<file path="src/rtl/keypad_pkg.sv">
// Shared types, key codes and seven-segment encoding for the keypad entry/display controller.
package keypad_pkg;

    typedef enum logic [1:0] {
        IDLE,
        PRESS_WAIT,
        HELD,
        RELEASE_WAIT
    } db_state_t;

    localparam logic [3:0] KEY_BS  = 4'd10;
    localparam logic [3:0] KEY_CLR = 4'd11;

    // Segment order {g,f,e,d,c,b,a}, active high; non-decimal codes are dark.
    function automatic logic [6:0] seg7(input logic [3:0] d);
        logic [6:0] s;
        case (d)
            4'd0:    s = 7'h3F;
            4'd1:    s = 7'h06;
            4'd2:    s = 7'h5B;
            4'd3:    s = 7'h4F;
            4'd4:    s = 7'h66;
            4'd5:    s = 7'h6D;
            4'd6:    s = 7'h7D;
            4'd7:    s = 7'h07;
            4'd8:    s = 7'h7F;
            4'd9:    s = 7'h6F;
            default: s = 7'h00;
        endcase
        return s;
    endfunction

endpackage

</file>
<file path="src/rtl/key_debouncer.sv">
// Synchronises a raw one-hot keypad, debounces press and release, and emits one
// combinational valid pulse (with the key code) per accepted press.
module key_debouncer
    import keypad_pkg::*;
#(
    parameter int DEBOUNCE = 20800
) (
    input  logic        i_clk,
    input  logic        i_reset,
    input  logic [15:0] i_button,
    output logic [3:0]  o_code,
    output logic        o_valid
);

    localparam int             CW      = (DEBOUNCE > 1) ? $clog2(DEBOUNCE) : 1;
    localparam logic [CW-1:0]  CNT_MAX = CW'(DEBOUNCE - 1);

    logic [15:0]   r_sync1, r_sync2, r_snap;
    logic [CW-1:0] r_cnt;
    db_state_t     r_state;

    db_state_t     w_state_nxt;
    logic [CW-1:0] w_cnt_nxt;
    logic [15:0]   w_snap_nxt;
    logic          w_onehot;

    assign w_onehot = (r_sync2 != 16'd0) && ((r_sync2 & (r_sync2 - 16'd1)) == 16'd0);

    always_ff @(posedge i_clk) begin
        if (i_reset) begin
            r_sync1 <= '0;
            r_sync2 <= '0;
            r_snap  <= '0;
            r_cnt   <= '0;
            r_state <= IDLE;
        end else begin
            r_sync1 <= i_button;
            r_sync2 <= r_sync1;
            r_snap  <= w_snap_nxt;
            r_cnt   <= w_cnt_nxt;
            r_state <= w_state_nxt;
        end
    end

    always_comb begin
        w_state_nxt = r_state;
        w_cnt_nxt   = r_cnt;
        w_snap_nxt  = r_snap;
        o_valid     = 1'b0;
        case (r_state)
            IDLE: begin
                if (w_onehot) begin
                    w_snap_nxt  = r_sync2;
                    w_cnt_nxt   = '0;
                    w_state_nxt = PRESS_WAIT;
                end
            end
            PRESS_WAIT: begin
                if (r_sync2 == r_snap) begin
                    if (r_cnt == CNT_MAX) begin
                        o_valid     = 1'b1;
                        w_state_nxt = HELD;
                    end else begin
                        w_cnt_nxt = r_cnt + CW'(1);
                    end
                end else begin
                    w_state_nxt = IDLE;
                end
            end
            HELD: begin
                // Any change, including a second key joining, starts the release wait.
                if (r_sync2 != r_snap) begin
                    w_cnt_nxt   = '0;
                    w_state_nxt = RELEASE_WAIT;
                end
            end
            RELEASE_WAIT: begin
                if (r_sync2 == 16'd0) begin
                    if (r_cnt == CNT_MAX) w_state_nxt = IDLE;
                    else                  w_cnt_nxt   = r_cnt + CW'(1);
                end else begin
                    w_cnt_nxt = '0;
                end
            end
            default: w_state_nxt = IDLE;
        endcase
    end

    always_comb begin
        o_code = 4'd0;
        for (int k = 0; k < 16; k++) begin
            if (r_snap[k]) o_code = 4'(k);
        end
    end

endmodule

</file>
<file path="src/rtl/keypad_display_ctrl.sv">
// Keypad digit entry with BS/CLR editing and a multiplexed seven-segment scan.
// Optional: KEYPAD_LEADING_BLANK_EN blanks positions at or above the digit count.
module keypad_display_ctrl
    import keypad_pkg::*;
#(
    parameter int DIGITS   = 4,
    parameter int DEBOUNCE = 20800,
    parameter int SCAN_DIV = 2080
) (
    input  logic                         clk_i,
    input  logic                         reset,
    input  logic [15:0]                  button,
    output logic [6:0]                   sevenseg,
    output logic [DIGITS-1:0]            digit_en,
    output logic [4*DIGITS-1:0]          value_o,
    output logic [$clog2(DIGITS+1)-1:0]  count_o,
    output logic                         full_o,
    output logic                         key_valid_o
);

    localparam int CW = $clog2(DIGITS + 1);
    localparam int IW = (DIGITS > 1) ? $clog2(DIGITS) : 1;
    localparam int DW = (SCAN_DIV > 1) ? $clog2(SCAN_DIV) : 1;
    localparam logic [CW-1:0] CNT_FULL = CW'(DIGITS);
    localparam logic [IW-1:0] IDX_LAST = IW'(DIGITS - 1);
    localparam logic [DW-1:0] DIV_LAST = DW'(SCAN_DIV - 1);

    logic [3:0]              w_code;
    logic                    w_valid;
    logic                    w_full;
    logic [DIGITS-1:0][3:0]  r_buf;
    logic [CW-1:0]           r_count;
    logic                    r_kv;
    logic [DIGITS:0][3:0]    w_up_ext, w_dn_ext;
    logic [DIGITS-1:0][3:0]  w_shift_up, w_shift_dn;
    logic [DW-1:0]           r_div;
    logic [IW-1:0]           r_scan;
    logic [DIGITS-1:0]       r_digit_en;
    logic [6:0]              r_seg, w_seg;

    key_debouncer #(.DEBOUNCE(DEBOUNCE)) u_deb (
        .i_clk    (clk_i),
        .i_reset  (reset),
        .i_button (button),
        .o_code   (w_code),
        .o_valid  (w_valid)
    );

    assign w_full     = (r_count == CNT_FULL);
    assign w_up_ext   = {r_buf, w_code};
    assign w_shift_up = w_up_ext[DIGITS-1:0];
    assign w_dn_ext   = {4'h0, r_buf};
    assign w_shift_dn = w_dn_ext[DIGITS:1];

    // Reserved codes (12-15) are debounced but never reach the buffer or key_valid_o.
    always_ff @(posedge clk_i) begin
        if (reset) begin
            r_buf   <= '0;
            r_count <= '0;
            r_kv    <= 1'b0;
        end else begin
            r_kv <= 1'b0;
            if (w_valid && (w_code <= KEY_CLR)) begin
                r_kv <= 1'b1;
                if (w_code == KEY_CLR) begin
                    r_buf   <= '0;
                    r_count <= '0;
                end else if (w_code == KEY_BS) begin
                    if (r_count != '0) begin
                        r_buf   <= w_shift_dn;
                        r_count <= r_count - CW'(1);
                    end
                end else if (!w_full) begin
                    r_buf   <= w_shift_up;
                    r_count <= r_count + CW'(1);
                end
            end
        end
    end

    always_comb begin
        w_seg = seg7(r_buf[r_scan]);
`ifdef KEYPAD_LEADING_BLANK_EN
        if ((32'(r_scan) >= 32'(r_count)) && !((r_scan == '0) && (r_count == '0)))
            w_seg = 7'h00;
`endif
    end

    always_ff @(posedge clk_i) begin
        if (reset) begin
            r_div      <= '0;
            r_scan     <= '0;
            r_digit_en <= '0;
            r_seg      <= '0;
        end else begin
            if (r_div == DIV_LAST) begin
                r_div  <= '0;
                r_scan <= (r_scan == IDX_LAST) ? '0 : r_scan + IW'(1);
            end else begin
                r_div <= r_div + DW'(1);
            end
            r_digit_en <= DIGITS'(1) << r_scan;
            r_seg      <= w_seg;
        end
    end

    assign sevenseg    = r_seg;
    assign digit_en    = r_digit_en;
    assign value_o     = r_buf;
    assign count_o     = r_count;
    assign full_o      = w_full;
    assign key_valid_o = r_kv;

endmodule
</file>
<file path="config.mk">
export PLATFORM = sky130hd
export DESIGN_NAME = keypad_display_ctrl
export DESIGN_NICKNAME = d
export VERILOG_FILES = /design/src/rtl/keypad_pkg.sv /design/src/rtl/key_debouncer.sv /design/src/rtl/keypad_display_ctrl.sv
export SDC_FILE = /design/constraint.sdc
export NUM_CORES = 1
export LEC_CHECK = 0
export CAP_MARGIN = 20
export CORE_UTILIZATION = 45
export CTS_CLUSTER_DIAMETER = 40
export DETAILED_ROUTE_END_ITERATION = 7
export PLACE_DENSITY = 0.68
export SLEW_MARGIN = 20
export SYNTH_ARGS = -nofsm -noshare
export SYNTH_HDL_FRONTEND = slang
export SYNTH_SLANG_ARGS = --single-unit
</file>
<file path="constraint.sdc">
create_clock -name clk_i -period 2.5 [get_ports clk_i]
set_clock_uncertainty 0.1 [all_clocks]
set_input_delay 0.75 -clock clk_i [delete_from_list [all_inputs] [get_ports clk_i]]
set_output_delay 0.75 -clock clk_i [all_outputs]
set_load 0.005 [all_outputs]
</file>
==> out/metrics.yaml, run 1 <==
pwr:
  peakVddDrop_mv: 0.331
  internal_power_uw: 2510
  power_switching_uw: 909
  pwr_density_cell_nw_per_um2: 527
  power.combinational.fraction: 0.169
  seqPwrFrac: 0.537
  power.static_leakage_uw: 0.00271
  clock_power_share: 0.294
  sw_frac_of_total: 0.266
detailed_routing:
  wl_per_cell_um: 13.7
  totalWireLength_mm: 11.2
  wl_met1_mm: 5.04
  detail_route.drc_violations: 0
  ant_nets: 0
  vias: 4267
  wl_met2_mm: 5.57
  topRoutingLayerUsed: "met4"
  route.detailed.vias_per_inst: 5.22
  detailedRoute.firstPassIterationCount: 4
  detail_route.iter0.violations: 182
  met3WireLength_um: 431
run_status:
  outcome: "complete, no violations"
worst_setup_path:
  timing.critical_path.from: "u_deb.r_snap[5]"
  arrival_ns: 2.60
  critPathRequiredTime_ns: 2.66
  worstSetupStartpointType: "register"
  critical_path.endpoint_type: "register"
  crit_path_category: "register to register"
  critical_path.reg2reg.startpoint: "u_deb.r_snap[5]"
  worst-path-max-fanout: 10
synthesis:
  biggest_area_contributors_in_the_synthesized_netlist: "sky130_fd_sc_hd__dfxtp_1 44%, sky130_fd_sc_hd__nor2_1 6.3%, sky130_fd_sc_hd__mux2i_1 5.8%"
  synth_compound_gate_area_share: 0.104
  postSynth.topFlopCell: "sky130_fd_sc_hd__dfxtp_1"
  synth_async_sr_flop_share: 0
  count_leader_synth: "sky130_fd_sc_hd__dfxtp_1"
  proportion_of_synthesized_chip_area_in_sequential_cells: 0.443
  syn_nets: 588
  netlist_top_cells_count: "110 x sky130_fd_sc_hd__dfxtp_1, 84 x sky130_fd_sc_hd__nor2_1, 42 x sky130_fd_sc_hd__nand2_1"
  synthesis.area_um2: 4970
  postSynthRegisterBits: 110
  synthDistinctLibCells: 54
  syn-instance-count: 560
  largest_family_of_logic_cells_by_synthesized_area: "simple AND/OR/NAND/NOR gates"
  syn_area_per_cell_um2: 8.88
  synth-edff-count: 0
  synthDominantAreaCellType: "sky130_fd_sc_hd__dfxtp_1"
  synth_top_area_share: 0.443
  synthSimpleGateAreaFrac: 0.247
  synthAdderAreaFrac: 0.0267
  multiplexer_area_fraction_after_synthesis: 0.0810
  synth_xor_area_frac: 0.0634
  yosys_warnings: 0
clocking:
  cts_inserted_buffers: 9
  cts_hold_repair.buffers: 0
  clk_pin_slew_worst_paths_ns: 0.10
  clock_tree.root_cell: "sky130_fd_sc_hd__clkbuf_8"
  cts_num_sinks: 110
  clock_latency_ns: 0.38
  cts_max_level: 3
  clockBufferDepth: 2
  clock_tree_from_tritoncts: "yes"
timing:
  final.period_utilization: 0.979
  achievable-frequency_ghz: 0.409
  postLayoutSetupSlackWorst_ns: 0.0526
  timing_max_transition_violations_final: 0
  hold_viol_final: 0
  rsz0062_at_grt: "true"
  timing.final.setup_violations: 0
  period_minus_slack_ns: 2.45
  timing.setup.tns_ns: 0
  slew-limit-headroom: 0.648
  least_margin_pin_slew_ns: 0.527
cells_and_area:
  drive_gt1_frac: 0.193
  num-fill-cells: 935
  final_area_um2: 6480
  utilization: 0.601
  layout.nets: 701
  insertedDiodeCount: 0
  area.growth.synth_to_final_pct: 30.4
global_route:
  grt_pass1_vias: 4032
  grt_antenna_before_repair: 0
  grt_max_degree: 62
  grt.overflow.total: 0
  global_route_wire_length_before_repair_mm: 18.8
  grtUsageTotal: 0.205
place:
  post-dp-hpwl_mm: 8.23
  dpl-instance-area_um2: 6070
  detailedPlace.worstSlack_ns: -0.127
  place.port_buffers: 49
  gp_congestion: 0.878
floorplanning:
  fp.dieW_um: 107
  floorplan.die_area_um2: 11500
  start_util: 0.461
  placeableCoreArea_um2: 10800
  chipHeight_um: 107
  io-pin-count: 50
  placement_rows: 38
min_path:
  hold_path_startpoint: "u_deb.r_sync1[7]"
  worst_hold_path_type: "register to register"
run:
  drv_cap: 0
## cells by family (layout without fill, tap and decap cells)
group / after synthesis / after routing
flip-flops: 110 / 110
AND/OR/NAND/NOR: 246 / 246
multiplexers: 35 / 35
adder cells (fa/ha/maj): 10 / 10
buffers and inverters: 39 / 157
AO/OA/AOI/OAI: 84 / 84
XOR/XNOR: 36 / 36
## path summary, 6_finish.rpt
kind                           end  slack, ns  depth (start not counted)
hold / removal    u_deb.r_sync2[7]       0.34                          1
hold reg to reg   u_deb.r_sync2[7]       0.34                          1
setup / recovery       value_o[13]       0.05                          8
setup reg to reg       value_o[13]       0.05                          8
## cells in the final DEF, fill, tap and decap left out, drive strengths merged, types with 13 or more instances in the layout
master,instances
dfxtp,110
nand2,42
nor2,84
buf,78
xor2,24
a21oi,36
nor2b,34
nand3,18
o21ai,16
nor3,13
clkdlybuf4s50,48
inv,17
mux2i,29
## per-stage QoR
step | total power, uW | hold slack, ns | instances
floorplan | 2180 | 0.314 | 560
CTS | 3400 | 0.347 | 813
finish | 3420 | 0.342 | 818
global placement | 2370 | 0.318 | 797
global route | 3590 | 0.359 | 818
detailed placement | 2380 | 0.323 | 797
## flip-flops by register name (all words and copies together), names as in the netlist, named ones only
register       cells
count_o            3
digit_en           4
key_valid_o        1
r_div             12
r_scan             2
sevenseg           7
u_deb.r_cnt       15
u_deb.r_snap      16
u_deb.r_state      1
u_deb.r_sync1     16
u_deb.r_sync2     16
value_o           16
## timing repair
action,in CTS,in global routing
endpoints found under the setup margin,29,51
resized for setup,13,28
setup buffers,0,6
hold endpoints to repair,0,0
pin swaps,4,13
## cell type report
class	count	area, um^2	area share
multi-input combinational	411	2760	0.426
sequential	110	2210	0.341
timing repair buffer	126	1100	0.170
tap	140	175	0.0270
clock buffer	12	155	0.0239
inverter	15	56.3	0.00868
clock inverter	4	27.5	0.00425
## power by group through the flow
stage          registers [uW]  logic [uW]  clock network (uW)
2_1_floorplan            1880         296                   0
3_3_place_gp             1870         493                   0
3_5_place_dp             1880         506                   0
4_1_cts                  1840         526                1040
5_1_grt                  1840         632                1110
6_report                 1840         578                1000
## metal layers
layer  vias to the layer above  GRT usage
li1                       2166          -
met1                      2003      0.245
met2                        85      0.367
met3                        13     0.0426
met4                         0     0.0665
met5                         -          0
## worst max-delay path, cell delays in order (launching register included)
cell and delay (ns):
sky130_fd_sc_hd__dfxtp_2 0.33, sky130_fd_sc_hd__xor2_1 0.16, sky130_fd_sc_hd__nor4_2 0.33, sky130_fd_sc_hd__nand4_1 0.18
sky130_fd_sc_hd__or4_4 0.46, sky130_fd_sc_hd__a221o_2 0.39, sky130_fd_sc_hd__buf_6 0.18, sky130_fd_sc_hd__a21oi_1 0.15
sky130_fd_sc_hd__nor2_1 0.05
Power figures use the tool's default switching activity.
==> run 2: changes to the inputs <==
- ABC_AREA: default -> 1
- PLACE_DENSITY: 0.68 -> 0.67
==> run 2 against run 1 <==
  * Via count is 21% higher
  * Critical path depth down 4
  * Sequential power up 8%
  * Critical path type is now register to primary output
  * Critical endpoint is now full_o
  * Largest cell class unchanged
==> out/metrics.yaml, run 2 <==
synthesis:
  count_leader_synth: "sky130_fd_sc_hd__nand2_1"
  synth_async_sr_flop_share: 0  # unchanged
  synthesis.area_um2: 5830  # +17%
  synth_top_area_share: 0.378  # -0.0653
  netlist_top_cells_count: "197 x sky130_fd_sc_hd__nand2_1, 129 x sky130_fd_sc_hd__inv_1, 125 x sky130_fd_sc_hd__nor2_1"
  synth-edff-count: 0  # unchanged
  synthDistinctLibCells: 45  # -17%
  postSynthRegisterBits: 110  # unchanged
  postSynth.topFlopCell: "sky130_fd_sc_hd__dfxtp_1"
  proportion_of_synthesized_chip_area_in_sequential_cells: 0.378  # -0.0653
  biggest_area_contributors_in_the_synthesized_netlist: "sky130_fd_sc_hd__dfxtp_1 38%, sky130_fd_sc_hd__nand2_1 13%, sky130_fd_sc_hd__inv_1 8.3%"
  syn-instance-count: 846  # +51%
  syn_nets: 874  # +49%
  yosys_warnings: 0  # unchanged
  syn_area_per_cell_um2: 6.89  # -22%
  synthDominantAreaCellType: "sky130_fd_sc_hd__dfxtp_1"
place:
  post-dp-hpwl_mm: 9.49  # +15%
  dpl-instance-area_um2: 6540  # +7.8%
  place.port_buffers: 49  # unchanged
  gp_congestion: 0.869  # -0.92%
  placed_cells: 1064  # +34%
clocking:
  clock_latency_ns: 0.35  # -0.03 ns
  cts_num_sinks: 110  # unchanged
  clock_tree.root_cell: "sky130_fd_sc_hd__clkbuf_16"
  cts_inserted_buffers: 9  # unchanged
  cts_max_level: 3  # unchanged
  clk_pin_slew_worst_paths_ns: 0.07  # -0.03 ns
  clock_tree_from_tritoncts: "yes"
  clockBufferDepth: 2  # unchanged
timing:
  worst_hold_slack_ns: 0.296  # -0.0466 ns
  final.period_utilization: 0.968  # -0.0107
  slew-limit-headroom: 0.647  # -0.000855
  achievable-frequency_ghz: 0.413  # +1.1%
  timing.final.setup_violations: 0  # unchanged
  period_minus_slack_ns: 2.42  # -0.0268 ns
  hold_viol_final: 0  # unchanged
  least_margin_pin_slew_ns: 0.529  # +0.00219 ns
  timing_max_transition_violations_final: 0  # unchanged
worst_setup_path:
  worstSetupStartpointType: "register"
  crit_path_category: "register to primary output"
  arrival_ns: 1.57  # -1.03 ns
  critPathRequiredTime_ns: 1.65  # -1.01 ns
  worst-path-max-fanout: 4  # -6
  critical_path.endpoint_type: "primary output"
global_route:
  grt_max_degree: 37  # -40%
  grt_pass1_vias: 4767  # +18%
  global_route_wire_length_before_repair_mm: 22.4  # +20%
  grtUsageTotal: 0.210  # +0.00502
  grt.overflow.total: 0  # unchanged
  grt_antenna_before_repair: 1  # +1
floorplanning:
  chipHeight_um: 116  # +8.1%
  floorplan.die_area_um2: 13400  # +17%
  placement_rows: 41  # +7.9%
  start_util: 0.462  # +0.00144
  fp.dieW_um: 116  # +8.1%
  io-pin-count: 50  # unchanged
  placeableCoreArea_um2: 12600  # +17%
pwr:
  pwr_density_cell_nw_per_um2: 708  # +34%
  design_power_total_uw: 4910  # +44%
  peakVddDrop_mv: 0.437  # +32%
  power.static_leakage_uw: 0.00300  # +11%
run_status:
  outcome: "complete, no violations"
cells_and_area:
  layout.cells.most_common_list: "193 x sky130_fd_sc_hd__nand2_1, 126 x sky130_fd_sc_hd__inv_1, 123 x sky130_fd_sc_hd__nor2_1"
  final_area_um2: 6940  # +7.0%
  area.growth.synth_to_final_pct: 18.9
  drive_gt1_frac: 0.129  # -0.0646
  layout_commonest_cell: "sky130_fd_sc_hd__nand2_1"
  layoutNonFillerInstCount: 1082  # +32%
  utilization: 0.550  # -0.0512
  insertedDiodeCount: 0  # unchanged
  layout.nets: 934  # +33%
detailed_routing:
  detail_route.drc_violations: 0  # unchanged
  detail_route.iter0.violations: 213  # +17%
  detailedRoute.firstPassIterationCount: 5  # +1
  vias: 5160  # +21%
  route.detailed.vias_per_inst: 4.77  # -8.6%
  wl_per_cell_um: 12.2  # -11%
  ant_nets: 0  # unchanged
  totalWireLength_mm: 13.2  # +18%
run:
  drv_cap: 0  # unchanged
min_path:
  worst_hold_path_type: "register to register"
## run 2: cell types whose count changed after synthesis, moves of 11 or more
cell	previous run	this run
sky130_fd_sc_hd__nand2_1	42	197
sky130_fd_sc_hd__o21ai_1	0	21
sky130_fd_sc_hd__nor2_1	84	125
sky130_fd_sc_hd__nand3_2	0	12
sky130_fd_sc_hd__xor2_1	24	13
sky130_fd_sc_hd__nor2b_1	34	0
sky130_fd_sc_hd__a21oi_2	0	11
sky130_fd_sc_hd__inv_1	14	129
sky130_fd_sc_hd__mux2i_1	29	0
## run 2: cell type report
| cell class | count | area (um^2) |
|---|---|---|
| fillers | 1283 | 5680 |
| well taps | 172 | 215 |
| flip-flops and latches | 110 | 2210 |
| multi-input cells | 567 | 2980 |
| repair buffers | 75 | 681 |
| inverters | 143 | 542 |
| clock inverters | 5 | 83.8 |
| clock buffers | 10 | 229 |
## run 2: what timing repair did
| item | CTS | global route |
|---|---|---|
| resized for setup | 1 | 19 |
| setup endpoints to repair | 1 | 21 |
| hold buffers | 0 | 0 |
| pin swaps | 0 | 2 |
| setup buffers | 0 | 3 |
## run 2: power breakdown
part           internal (uW)  switching [uW]
clock                    879             651
sequential              1870             118
combinational            492             896
## run 2: critical path: stages, from the launching register on
cell	delay [ns]
sky130_fd_sc_hd__dfxtp_1	0.37
sky130_fd_sc_hd__nor2_1	0.12
sky130_fd_sc_hd__inv_1	0.08
sky130_fd_sc_hd__nor2_4	0.13
sky130_fd_sc_hd__clkdlybuf4s50_1	0.52
## run 2: final timing paths
check | from | to | slack, ns | cells after the start
worst max-delay path | count_o[0] | full_o | 0.08 | 4
worst min-delay path | u_deb.r_sync1[10] | u_deb.r_sync2[10] | 0.30 | 2
worst min register to register | u_deb.r_sync1[10] | u_deb.r_sync2[10] | 0.30 | 2
worst max register to register | u_deb.r_snap[2] | count_o[2] | 0.20 | 22
## run 2: routing by layer
metal / global-route usage / part of all wire / wire, um / up-vias
li1: - / - / - / 2783
met1: 0.297 / 0.52 / 6810 / 2278
met2: 0.323 / 0.43 / 5640 / 81
met3: 0.0434 / 0.041 / 547 / 16
met4: 0.0624 / 0.013 / 176 / 2
met5: 0 / 0.00091 / 12 / -
## run 2: cell families (layout without fill, tap and decap cells)
logic type	after synthesis	count (layout)	synth area share
AND/OR/NAND/NOR	435	435	0.342
adder cells (fa/ha/maj)	11	11	0.0245
buffers and inverters	169	233	0.120
flip-flops	110	110	0.378
XOR/XNOR	15	15	0.0225
AO/OA/AOI/OAI	106	106	0.113
## run 2: metrics by stage
| step | setup TNS (ns) | setup WS, ns |
|---|---|---|
| final | 0 | 0.0793 |
| after global routing | -0.00717 | -0.00717 |
| after CTS | 0 | 0.00981 |
| after detailed placement | 0 | 0.0746 |
| after global placement | 0 | 0.130 |
| after floorplan | 0 | 0.0920 |
==> run 3: changes to the inputs <==
- CAP_MARGIN: 20 -> 25
- RECOVER_POWER: default -> 50
==> run 3 against run 2 <==
  * Routed wire length barely moved
  * Die area did not move
  * Sequential cell count did not move
  * Non-clock buffer count did not move
  * Sequential share of layout area barely moved
  * Via count fell by 0.14%
  * Count of clock-buffer cells in the layout did not move
  * Critical endpoint unchanged
  * Largest power group unchanged
==> out/metrics.yaml, run 3 (synthesis gave the netlist of run 2 again) <==
floorplanning:
  io-pin-count: 50  # unchanged
  placement_rows: 41  # unchanged
  fp.dieW_um: 116  # unchanged
  chipHeight_um: 116  # unchanged
  start_util: 0.462  # unchanged
  placeableCoreArea_um2: 12600  # unchanged
  floorplan.die_area_um2: 13400  # unchanged
min_path:
  hold_path_startpoint: "u_deb.r_sync1[10]"
  worst_hold_path_type: "register to register"
  min_to: "u_deb.r_sync2[10]"
  hold_path_depth: 2  # unchanged
timing:
  final.period_utilization: 0.970  # +0.00150
  timing.setup.tns_ns: 0  # unchanged
  achievable-frequency_ghz: 0.412  # -0.15%
  timing_max_transition_violations_final: 0  # unchanged
  least_margin_pin_slew_ns: 1.13  # +0.605 ns
  slew-limit-headroom: 0.244  # -0.403
  period_minus_slack_ns: 2.42  # +0.00374 ns
  postLayoutSetupSlackWorst_ns: 0.0756  # -0.00374 ns
  worst_hold_slack_ns: 0.296  # -0.00000800 ns
  timing.final.setup_violations: 0  # unchanged
  hold_viol_final: 0  # unchanged
detailed_routing:
  wl_per_cell_um: 12.2  # about the same
  wl_met2_mm: 5.65  # +0.14%
  detailedRoute.firstPassIterationCount: 5  # unchanged
  topRoutingLayerUsed: "met4"
  detail_route.iter0.violations: 200  # -6.1%
  totalWireLength_mm: 13.2  # about the same
  vias: 5153  # -0.14%
  met3WireLength_um: 582  # +6.4%
  route.detailed.vias_per_inst: 4.76  # -0.14%
  detail_route.drc_violations: 0  # unchanged
  ant_nets: 0  # unchanged
  wl_met1_mm: 6.79  # -0.19%
cells_and_area:
  layout.cells.most_common_list: "193 x sky130_fd_sc_hd__nand2_1, 126 x sky130_fd_sc_hd__inv_1, 123 x sky130_fd_sc_hd__nor2_1"
  layout_commonest_cell: "sky130_fd_sc_hd__nand2_1"
  area.growth.synth_to_final_pct: 18.8
  final_area_um2: 6930  # -0.13%
  drive_gt1_frac: 0.124  # -0.00440
  insertedDiodeCount: 0  # unchanged
  num-fill-cells: 1284  # +0.078%
  layout.nets: 934  # unchanged
global_route:
  grt_max_degree: 37  # unchanged
  global_route_wire_length_before_repair_mm: 22.4  # unchanged
  grt_antenna_before_repair: 0  # -1
  grtUsageTotal: 0.210  # unchanged
  grt_pass1_vias: 4767  # unchanged
  grt.overflow.total: 0  # unchanged
clocking:
  clk_pin_slew_worst_paths_ns: 0.07  # about the same
  clock_tree.root_cell: "sky130_fd_sc_hd__clkbuf_16"
  clock_tree_from_tritoncts: "yes"
  clockBufferDepth: 2  # unchanged
  cts_num_sinks: 110  # unchanged
  cts_max_level: 3  # unchanged
  cts_inserted_buffers: 9  # unchanged
  clock_latency_ns: 0.35  # about the same
worst_setup_path:
  cp_buf_inv_count: 2  # unchanged
  worst-path-max-fanout: 4  # unchanged
  critical_path.endpoint_type: "primary output"
  path_cells: "nor2_1 > inv_1 > nor2_4 > clkdlybuf4s50_1"
  reg2reg_slack_ns: 0.19  # about the same
  arrival_ns: 1.57  # about the same
  reg2regPathDepth: 22  # unchanged
  cpLargestDelayFamily: "buffers and inverters"
  crit_path_category: "register to primary output"
  critical_path.reg2reg.startpoint: "u_deb.r_snap[2]"
  worstSetupStartpointType: "register"
  worst_path_max_delay_cell: "sky130_fd_sc_hd__clkdlybuf4s50_1"
  critPathMaxStageDelay_ns: 0.52  # about the same
  critPathRequiredTime_ns: 1.65  # about the same
  regToRegEndpoint: "count_o[2]"
place:
  post-dp-hpwl_mm: 9.49  # unchanged
  dpl-instance-area_um2: 6540  # unchanged
  gp_congestion: 0.869  # unchanged
  detailedPlace.worstSlack_ns: 0.0746  # unchanged
  place.port_buffers: 49  # unchanged
pwr:
  power.static_leakage_uw: 0.00301  # +0.52%
  peakVddDrop_mv: 0.440  # +0.80%
  pwr_density_cell_nw_per_um2: 708  # about the same
run_status:
  outcome: "complete, no violations"
run:
  drv_cap: 0  # unchanged
==> run 3: metrics by stage <==
| stage | utilization | power, uW | cells |
|---|---|---|---|
| global route | 0.549 | 5210 | 1082 |
| global placement | 0.519 | 3340 | 1064 |
| floorplan | - | 3020 | 846 |
| CTS | 0.544 | 4880 | 1079 |
| finish | 0.549 | 4900 | 1082 |
| detailed placement | 0.519 | 3350 | 1064 |
==> run 3: per-layer routing <==
layer / up-vias / GRT usage
met3: 13 / 0.0434
met4: 0 / 0.0624
met2: 82 / 0.323
li1: 2782 / -
met5: - / 0
met1: 2276 / 0.297
==> run 3: power by group <==
group          internal (uW)  switching (uW)  leakage, uW
logic                    488             893      0.00196
clock network            879             653     0.000150
registers               1870             118     0.000901
total                   3240            1660      0.00301
==> run 3: tightest hold or removal path, cell delays in order, from the launching register on <==
cell                      delay, ns
sky130_fd_sc_hd__dfxtp_1       0.30
sky130_fd_sc_hd__inv_1         0.04
sky130_fd_sc_hd__nor2_1        0.03
==> run 3: final cells by class <==
cell class | count | area, um^2 | area share
clock inverters | 5 | 83.8 | 0.0121
repair buffers | 75 | 672 | 0.0970
clock buffers | 10 | 229 | 0.0331
multi-input cells | 567 | 2980 | 0.430
well taps | 172 | 215 | 0.0311
inverters | 143 | 542 | 0.0782
flip-flops and latches | 110 | 2210 | 0.319
==> run 3: worst max path at each step <==
stage	start	endpoint	slack [ns]	depth (start not counted)
after floorplan	u_deb.r_snap[2]	count_o[2]	0.09	23
after detailed placement	u_deb.r_snap[3]	count_o[2]	0.07	21
after global placement	u_deb.r_snap[3]	count_o[2]	0.13	21
after CTS	count_o[0]	full_o	0.01	4
final	count_o[0]	full_o	0.08	4
after global routing	u_deb.r_snap[2]	count_o[2]	-0.007	22
==> run 3: timing repair <==
action / 4_1_cts / 5_1_grt
hold buffers: 0 / 0
endpoints found under the setup margin: 1 / 21
pin swaps: 0 / 2
setup buffers: 0 / 3
resized for setup: 1 / 19
